File: src/rtl/ir_key_decoder.sv
// IR key decoder: maps NEC codes to key indices through a CPU-written table and
// emits single-cycle press and timed auto-repeat events while a code is held.
module ir_key_decoder #(
  parameter int unsigned IDX_W           = 4,
  parameter int unsigned REPEAT_DELAY    = 25000000,
  parameter int unsigned REPEAT_INTERVAL = 5000000
) (
  input  logic             clk50,
  input  logic             reset_n,
  input  logic [31:0]      ir_code,
  input  logic             ir_code_ack,
  input  logic             tbl_we,
  input  logic [IDX_W-1:0] tbl_idx,
  input  logic [31:0]      tbl_code,
  output logic             key_valid,
  output logic [IDX_W-1:0] key_idx,
  output logic             key_repeat,
  output logic             key_held,
  output logic             ir_unknown
);

  localparam int unsigned NUM_KEYS = 2 ** IDX_W;
  localparam int unsigned TMR_W    = 25;
  localparam logic [TMR_W-1:0] DELAY_LAST    = TMR_W'(REPEAT_DELAY - 1);
  localparam logic [TMR_W-1:0] INTERVAL_LAST = TMR_W'(REPEAT_INTERVAL - 1);

  typedef enum logic [1:0] {IDLE, PRESSED, REPEATING} state_t;

  logic [31:0]      code_tbl [NUM_KEYS];
  logic             match_hit;
  logic [IDX_W-1:0] match_idx;

  state_t           state_q, state_d;
  logic [TMR_W-1:0] timer_q, timer_d;
  logic [31:0]      hold_code_q, hold_code_d;
  logic [IDX_W-1:0] hold_idx_q, hold_idx_d;
  logic             key_valid_d, key_repeat_d, key_held_d, ir_unknown_d;
  logic [IDX_W-1:0] key_idx_d;

  // Code table; a zero entry is disabled
  always_ff @(posedge clk50 or negedge reset_n) begin
    if (!reset_n) begin
      for (int i = 0; i < NUM_KEYS; i++) code_tbl[i] <= '0;
    end else if (tbl_we) begin
      code_tbl[tbl_idx] <= tbl_code;
    end
  end

  // Priority match: iterate downward so the lowest matching index wins
  always_comb begin
    match_hit = 1'b0;
    match_idx = '0;
    for (int i = NUM_KEYS - 1; i >= 0; i--) begin
      if (code_tbl[i] != 32'd0 && code_tbl[i] == ir_code) begin
        match_hit = 1'b1;
        match_idx = IDX_W'(i);
      end
    end
  end

  always_ff @(posedge clk50 or negedge reset_n) begin
    if (!reset_n) begin
      state_q     <= IDLE;
      timer_q     <= '0;
      hold_code_q <= '0;
      hold_idx_q  <= '0;
      key_valid   <= 1'b0;
      key_idx     <= '0;
      key_repeat  <= 1'b0;
      key_held    <= 1'b0;
      ir_unknown  <= 1'b0;
    end else begin
      state_q     <= state_d;
      timer_q     <= timer_d;
      hold_code_q <= hold_code_d;
      hold_idx_q  <= hold_idx_d;
      key_valid   <= key_valid_d;
      key_idx     <= key_idx_d;
      key_repeat  <= key_repeat_d;
      key_held    <= key_held_d;
      ir_unknown  <= ir_unknown_d;
    end
  end

  // Next state: ack > table-write release > code release > timer event
  always_comb begin
    state_d      = state_q;
    timer_d      = timer_q;
    hold_code_d  = hold_code_q;
    hold_idx_d   = hold_idx_q;
    key_valid_d  = 1'b0;
    key_idx_d    = key_idx;
    key_repeat_d = key_repeat;
    key_held_d   = key_held;
    ir_unknown_d = 1'b0;

    if (ir_code_ack) begin
      timer_d = '0;
      if (match_hit) begin
        key_valid_d  = 1'b1;
        key_repeat_d = 1'b0;
        key_idx_d    = match_idx;
        key_held_d   = 1'b1;
        hold_code_d  = ir_code;
        hold_idx_d   = match_idx;
        state_d      = PRESSED;
      end else begin
        ir_unknown_d = 1'b1;
        key_held_d   = 1'b0;
        state_d      = IDLE;
      end
    end else if (state_q != IDLE) begin
      if ((tbl_we && tbl_idx == hold_idx_q) || ir_code != hold_code_q) begin
        key_held_d = 1'b0;
        timer_d    = '0;
        state_d    = IDLE;
      end else if (timer_q == ((state_q == PRESSED) ? DELAY_LAST : INTERVAL_LAST)) begin
        key_valid_d  = 1'b1;
        key_repeat_d = 1'b1;
        key_idx_d    = hold_idx_q;
        timer_d      = '0;
        state_d      = REPEATING;
      end else begin
        timer_d = timer_q + TMR_W'(1);
      end
    end
  end

endmodule

File: config.mk
export PLATFORM = sky130hd
export DESIGN_NAME = ir_key_decoder
export DESIGN_NICKNAME = d
export VERILOG_FILES = /design/src/rtl/ir_key_decoder.sv
export SDC_FILE = /design/constraint.sdc
export NUM_CORES = 2
export LEC_CHECK = 0
export ABC_AREA = 0
export BUFFER_PORTS_ARGS = -buffer_cell sky130_fd_sc_hd__buf_2
export CELL_PAD_IN_SITES_DETAIL_PLACEMENT = 1
export CELL_PAD_IN_SITES_GLOBAL_PLACEMENT = 2
export CORE_UTILIZATION = 48
export CTS_CLUSTER_SIZE = 14
export DETAILED_ROUTE_END_ITERATION = 12
export PLACE_DENSITY_LB_ADDON = 0.15
export SLEW_MARGIN = 20
export SYNTH_ARGS = -nofsm -noshare
export SYNTH_HDL_FRONTEND = slang
export SYNTH_SLANG_ARGS = --single-unit
File: constraint.sdc
create_clock -name clk50 -period 6.4 [get_ports clk50]
set_input_delay 1.28 -clock clk50 [delete_from_list [all_inputs] [get_ports clk50]]
set_output_delay 1.28 -clock clk50 [all_outputs]
set_load 0.005 [all_outputs]
# Yosys cells after proc, flatten, opt, wreduce, memory -nomap -nowiden

Cells that the tools add are included.
W data, S select, Z words.

Add/sub/neg operators: 1
Magnitude comparators: 2
Equal/unequal tests: 22
Muxes and demuxes: 65
Bitwise operators: 1
Reduce and logical (&&, ||, !) cells: 44

Operator list:

| operator                | count |
|---|---|
| $bwmux W512             | 1 |
| $eq A32 B32 Y1          | 16 |
| $reduce_bool A32 Y1     | 16 |
| $demux W32 S4           | 1 |
| $mux W25                | 5 |
| $mux W4                 | 21 |
| $mux W1                 | 32 |
| $mux W32                | 1 |
| $ne A32 B32 Y1          | 1 |
| $add A25 B1 Y25 const B | 1 |
| $eq A25 B25 Y1          | 1 |
| $logic_and A1 B1 Y1     | 18 |
| $mux W2                 | 4 |
| $reduce_bool A2 Y1      | 4 |
| $reduce_and A2 Y1       | 3 |
| $ge A5 B5 Y1 const B    | 1 |
| $lt A5 B1 Y1 const B    | 1 |
| $not A4 Y5              | 1 |
| $eq A4 B4 Y1            | 1 |
| $reduce_and A4 Y1       | 1 |
| $reduce_bool A3 Y1      | 1 |
| $eq A2 B1 Y1 const B    | 1 |
| $ne A2 B1 Y1 const B    | 1 |
| $ne A2 B2 Y1 const B    | 1 |
| $logic_or A1 B1 Y1      | 1 |

Register bits: 583
Input bits: 72
Output and inout port bits: 8
Word-level logic and storage cells: 160

# Logic depth before layout (Yosys ltp)

Depth in word-level cells: 20
Mapped depth: 12
Mapped depth without buffers: 9

# Least setup slack after synthesis

No wires, ideal clock.

Path type: input -> register
Start: input port ir_code[3]
End: register hold_code_q[10]
Setup time: 0.125 ns
Arrival: 3.294 ns
Data required time: 6.275 ns
Setup slack: 2.981 ns
Stages on the path: 10
Buffers on the path: 3
Path through: buf_4 > xor2_1 > nor4_1 > nand4_1 > or3_1 > nor4bb_4 > a41o_1 > buf_6 > buf_12 > mux2_4

Cells in the longest elaborated chain, start to end: 19
Elaborated cells between the ends (all ways): 49
Those cells by class: eq/ne: 16; mux: 16; reduce/logical: 17

Ends and longest elaborated chain:

| what                            | RTL line | RTL |
|---|---|---|
| from (decl)                     | 10       | `input logic [31:0] ir_code,` |
| $eq A32 B32 Y1                  | 54       | `if (code_tbl[i] != 32'd0 && code_tbl[i] == ir_code) begin` |
| $logic_and A1 B1 Y1             | 54       |  |
| $mux W1 (15 in a row)           | 54       |  |
| $mux W1 (*)                     | 54       |  |
| $reduce_and A2 Y1 (no line) (*) | --       |  |
| to (signal assigned)            | 75       | `hold_code_q <= hold_code_d;` |
| to (decl)                       | 35       | `logic [31:0] hold_code_q, hold_code_d;` |

Mark *: on every way between the ends. The rest lies on a longest branch, timed or not.
A chain may end at the register's enable or synchronous reset.

# Worst setup path after layout

Start: input port ir_code[5]
End: register hold_code_q[16]

The elaborated chain is that of the path after synthesis.

==> qor.csv <==
stage;metric;value;unit
status;status;complete, no violations;
yosys;Cell variety after synth;53;
clocking;total clock sinks;583;
worst_setup_path;worst path arrival time;5300;ps
sta;relative slew slack;27.5;%
worst_setup_path;top fanout value on the critical path;34;
place;placed cell area;31000;um^2
die;DIE HEIGHT;253;um
worst_setup_path;crit path kind;in2reg;
grt;met2 Use GR;56.0;%
place;GP Congestion;0.922;
yosys;syn nets;2483;
drt;DRC;0;
place;dpl hpwl;69500;um
sta;Setup TNS;0;ps
cells_and_area;post-route cell area;33300;um^2
cells_and_area;commonest non-fill, non-tap cell in the layout;dfrtp_1;
min_path;Hold Path Class;reg2reg;
die;die area;63900;um^2
yosys;EDFF count, synth;0;
yosys;Post-synth ARST share;100;%
grt;largest net degree at the start of global routing;146;
clocking;post-CTS setup buffers;0;
power_and_ir_drop;Max VDD drop;235;uV
grt;met3 Usage GRT;5.80;%
yosys;Syn Std Cell Area;30200;um^2
yosys;Primary FF master, synth;dfrtp_1;
grt;vias in the first global route;22338;
drt;post-route ant nets;0;
drt;final wirelength;112000;um
clocking;Longest Clk Path Bufs;3;
sta;final number of hold-violating endpoints;0;
grt;initial antenna violation count;9;
place;Port Buffers;79;
clocking;CTS H-Tree Depth;3;
drt;Pre-antenna DRT Iters;6;
clocking;root buffer cell;clkbuf_16;
sta;Period minus WS final;4820;ps
drt;Starting DRT DRC Count;2080;
grt;gr ovfl total;0;
clocking;TritonCTS Buffers;66;
clocking;Hold-fix buffers, CTS;0;
worst_setup_path;required time worst endpoint;6880;ps
drt;DR vias/cell;6.36;
cells_and_area;share of layout cells above drive strength 1;32.2;%
cells_and_area;nets;2524;
yosys;syn_area_per_cell;12.5;um^2
power_and_ir_drop;leak pwr;14.5;nW
drt;routed len/inst;33.6;um
sta;Final setup viols;0;
worst_setup_path;Crit. End Element;flip-flop;
yosys;sequential fraction of the synthesis area;48.3;%
die;Initial Util;48.8;%
worst_setup_path;CP delay by family, top;buffers and inverters;
drt;routed vias;21214;
clocking;clk_lat worst skew;620;ps
sta;RSZ-0062 raised after global routing;no;
worst_setup_path;max incr delay on CP;1070;ps
worst_setup_path;crit path cell chain;buf_2 > buf_4 > xor2_1 > nor4_1 > nand4_1 > nor3_1 > nor4_1 > a41o_2 > buf_4 > mux2_4;
grt;busiest grt layer;met2;
worst_setup_path;Buffers & Inverters on Critical Path;3;
die;core area;61900;um^2
cells_and_area;Layout area overhead;10.2;%
sta;Slew @ Worst Pin;1090;ps
die;Rows;91;
grt;Overall Global Routing Usage;35.9;%
die;die width;253;um
worst_setup_path;Startpoint Class;input pin;
yosys;Synth Register Bits;583;
worst_setup_path;Worst path slowest cell;a41o_2;
sta;Slew Limit Fails;0;
sta;Max Clk Rate;0.208;GHz
grt;met1 usage in global routing;50.4;%
die;# IOs;80;
clocking;post_cts resized;0;
clocking;CTS tree;built;
job;MaxCap Viol Count;0;
sta;final setup skew;24.8;ps
yosys;Mapped Cells;2410;
grt;first-pass GRT wire length;163000;um
sta;period utilization;75.3;%
cells_and_area;commonest non-fill, non-tap cells in the layout;583 x dfrtp_1, 515 x mux2_2, 509 x xor2_1, 260 x nor4_1, 80 x nand4_1;
power_and_ir_drop;cell area power density;346;nW/um^2
yosys;Warnings, synthesis;0;
clocking;clk slew on worst S/H paths;60;ps
==> area by class of cell <==
class / instances / area [um^2]
fillers: 6284 / 28700
flip-flops and latches: 583 / 14600
multi-input cells: 1662 / 14500
clock buffers: 86 / 1910
well taps: 837 / 1050
repair buffers: 132 / 841
clock inverters: 28 / 358
inverters: 6 / 22.5
diodes: 1 / 2.50
==> report_power, final <==
part / total [mW] / internal (mW) / switching, mW
registers: 5.33 / 4.44 / 0.882
logic: 2.15 / 1.06 / 1.09
clock network: 4.03 / 2.42 / 1.61
total: 11.5 / 7.93 / 3.58
==> worst paths after layout <==
| check | start | cells after the start | slack, ps | end |
|---|---|---|---|---|
| max in group asynchronous | reset_n | 2 | 4160 | code_tbl[496]$_DFFE_PN0P_ |
| setup reg to reg | code_tbl[71]$_DFFE_PN0P_ | 8 | 2330 | hold_code_q[16]$_DFFE_PN0P_ |
| setup / recovery | ir_code[5] | 10 | 1580 | hold_code_q[16]$_DFFE_PN0P_ |
| hold reg to reg | key_held$_DFFE_PN0P_ | 2 | 480 | key_held$_DFFE_PN0P_ |
| min in group asynchronous | reset_n | 1 | 710 | code_tbl[464]$_DFFE_PN0P_ |
| hold / removal | key_held$_DFFE_PN0P_ | 2 | 480 | key_held$_DFFE_PN0P_ |
==> cells in the mapped netlist, types with 3 or more instances <==
library cell | number | area share, %
nand2_1 | 31 | 0.39
dfrtp_1 | 583 | 48
mux2_4 | 30 | 1.5
nor4_1 | 260 | 5.4
nor2_1 | 63 | 0.78
buf_12 | 3 | 0.20
mux2_2 | 515 | 19
buf_1 | 18 | 0.22
a21o_1 | 3 | 0.075
or3_1 | 7 | 0.14
or4_1 | 4 | 0.099
nand3b_1 | 3 | 0.075
xnor2_1 | 60 | 1.7
clkbuf_1 | 72 | 0.89
nor3_1 | 25 | 0.41
nand3_1 | 15 | 0.25
xor2_1 | 509 | 15
buf_4 | 7 | 0.17
nand4_1 | 80 | 1.7
nand2b_1 | 8 | 0.17
o21ai_0 | 7 | 0.12
or2_2 | 4 | 0.083
buf_6 | 58 | 2.2
a21oi_1 | 3 | 0.050
and3_1 | 4 | 0.083
inv_1 | 6 | 0.075
==> per-stage QoR <==
step / setup WS (ps) / utilization [%] / std cells / hold slack, ps / power (mW)
5_1_grt: 1530 / 53.7 / 3334 / 505 / 11.9
4_1_cts: 1710 / 53.7 / 3334 / 482 / 11.5
2_1_floorplan: 2980 / - / 2410 / 466 / 6.58
6_report: 1580 / 53.7 / 3335 / 476 / 11.5
3_3_place_gp: 1180 / 50.1 / 3220 / 465 / 7.38
3_5_place_dp: 1110 / 50.1 / 3220 / 467 / 7.48
==> cells by family after synthesis <==
logic type / after synthesis / share of synthesized area (%)
buffers and inverters: 165 / 3.74
and+or+nand+nor: 515 / 9.91
AOI/OAI and AO/OA: 30 / 0.746
xor gates and xnor gates: 569 / 16.5
adders and majority gates: 1 / 0.0414
DFF: 583 / 48.3
muxes: 547 / 20.8
==> sequential cells by signal, summed over array words and instances, names as in the netlist <==
register,count
code_tbl,512
hold_code_q,32
hold_idx_q,4
ir_unknown,1
key_held,1
key_idx,4
key_repeat,1
key_valid,1
state_q,2
timer_q,25
==> layer usage <==
metal  part of all wire, %  wire [um]
met2                    45      50900
met1                    43      47900
met5                 0.024         27
met3                   7.7       8590
met4                   4.2       4700
==> worst reg2reg max path, stage by stage (launching register included) <==
cell and delay, ps:
dfrtp_1 420, nor4_1 490, nand4_1 210, nor2_1 180
nor3_1 110, nor4_1 780, a41o_2 1070, buf_4 380
mux2_4 320
Power figures use the tool's default switching activity.
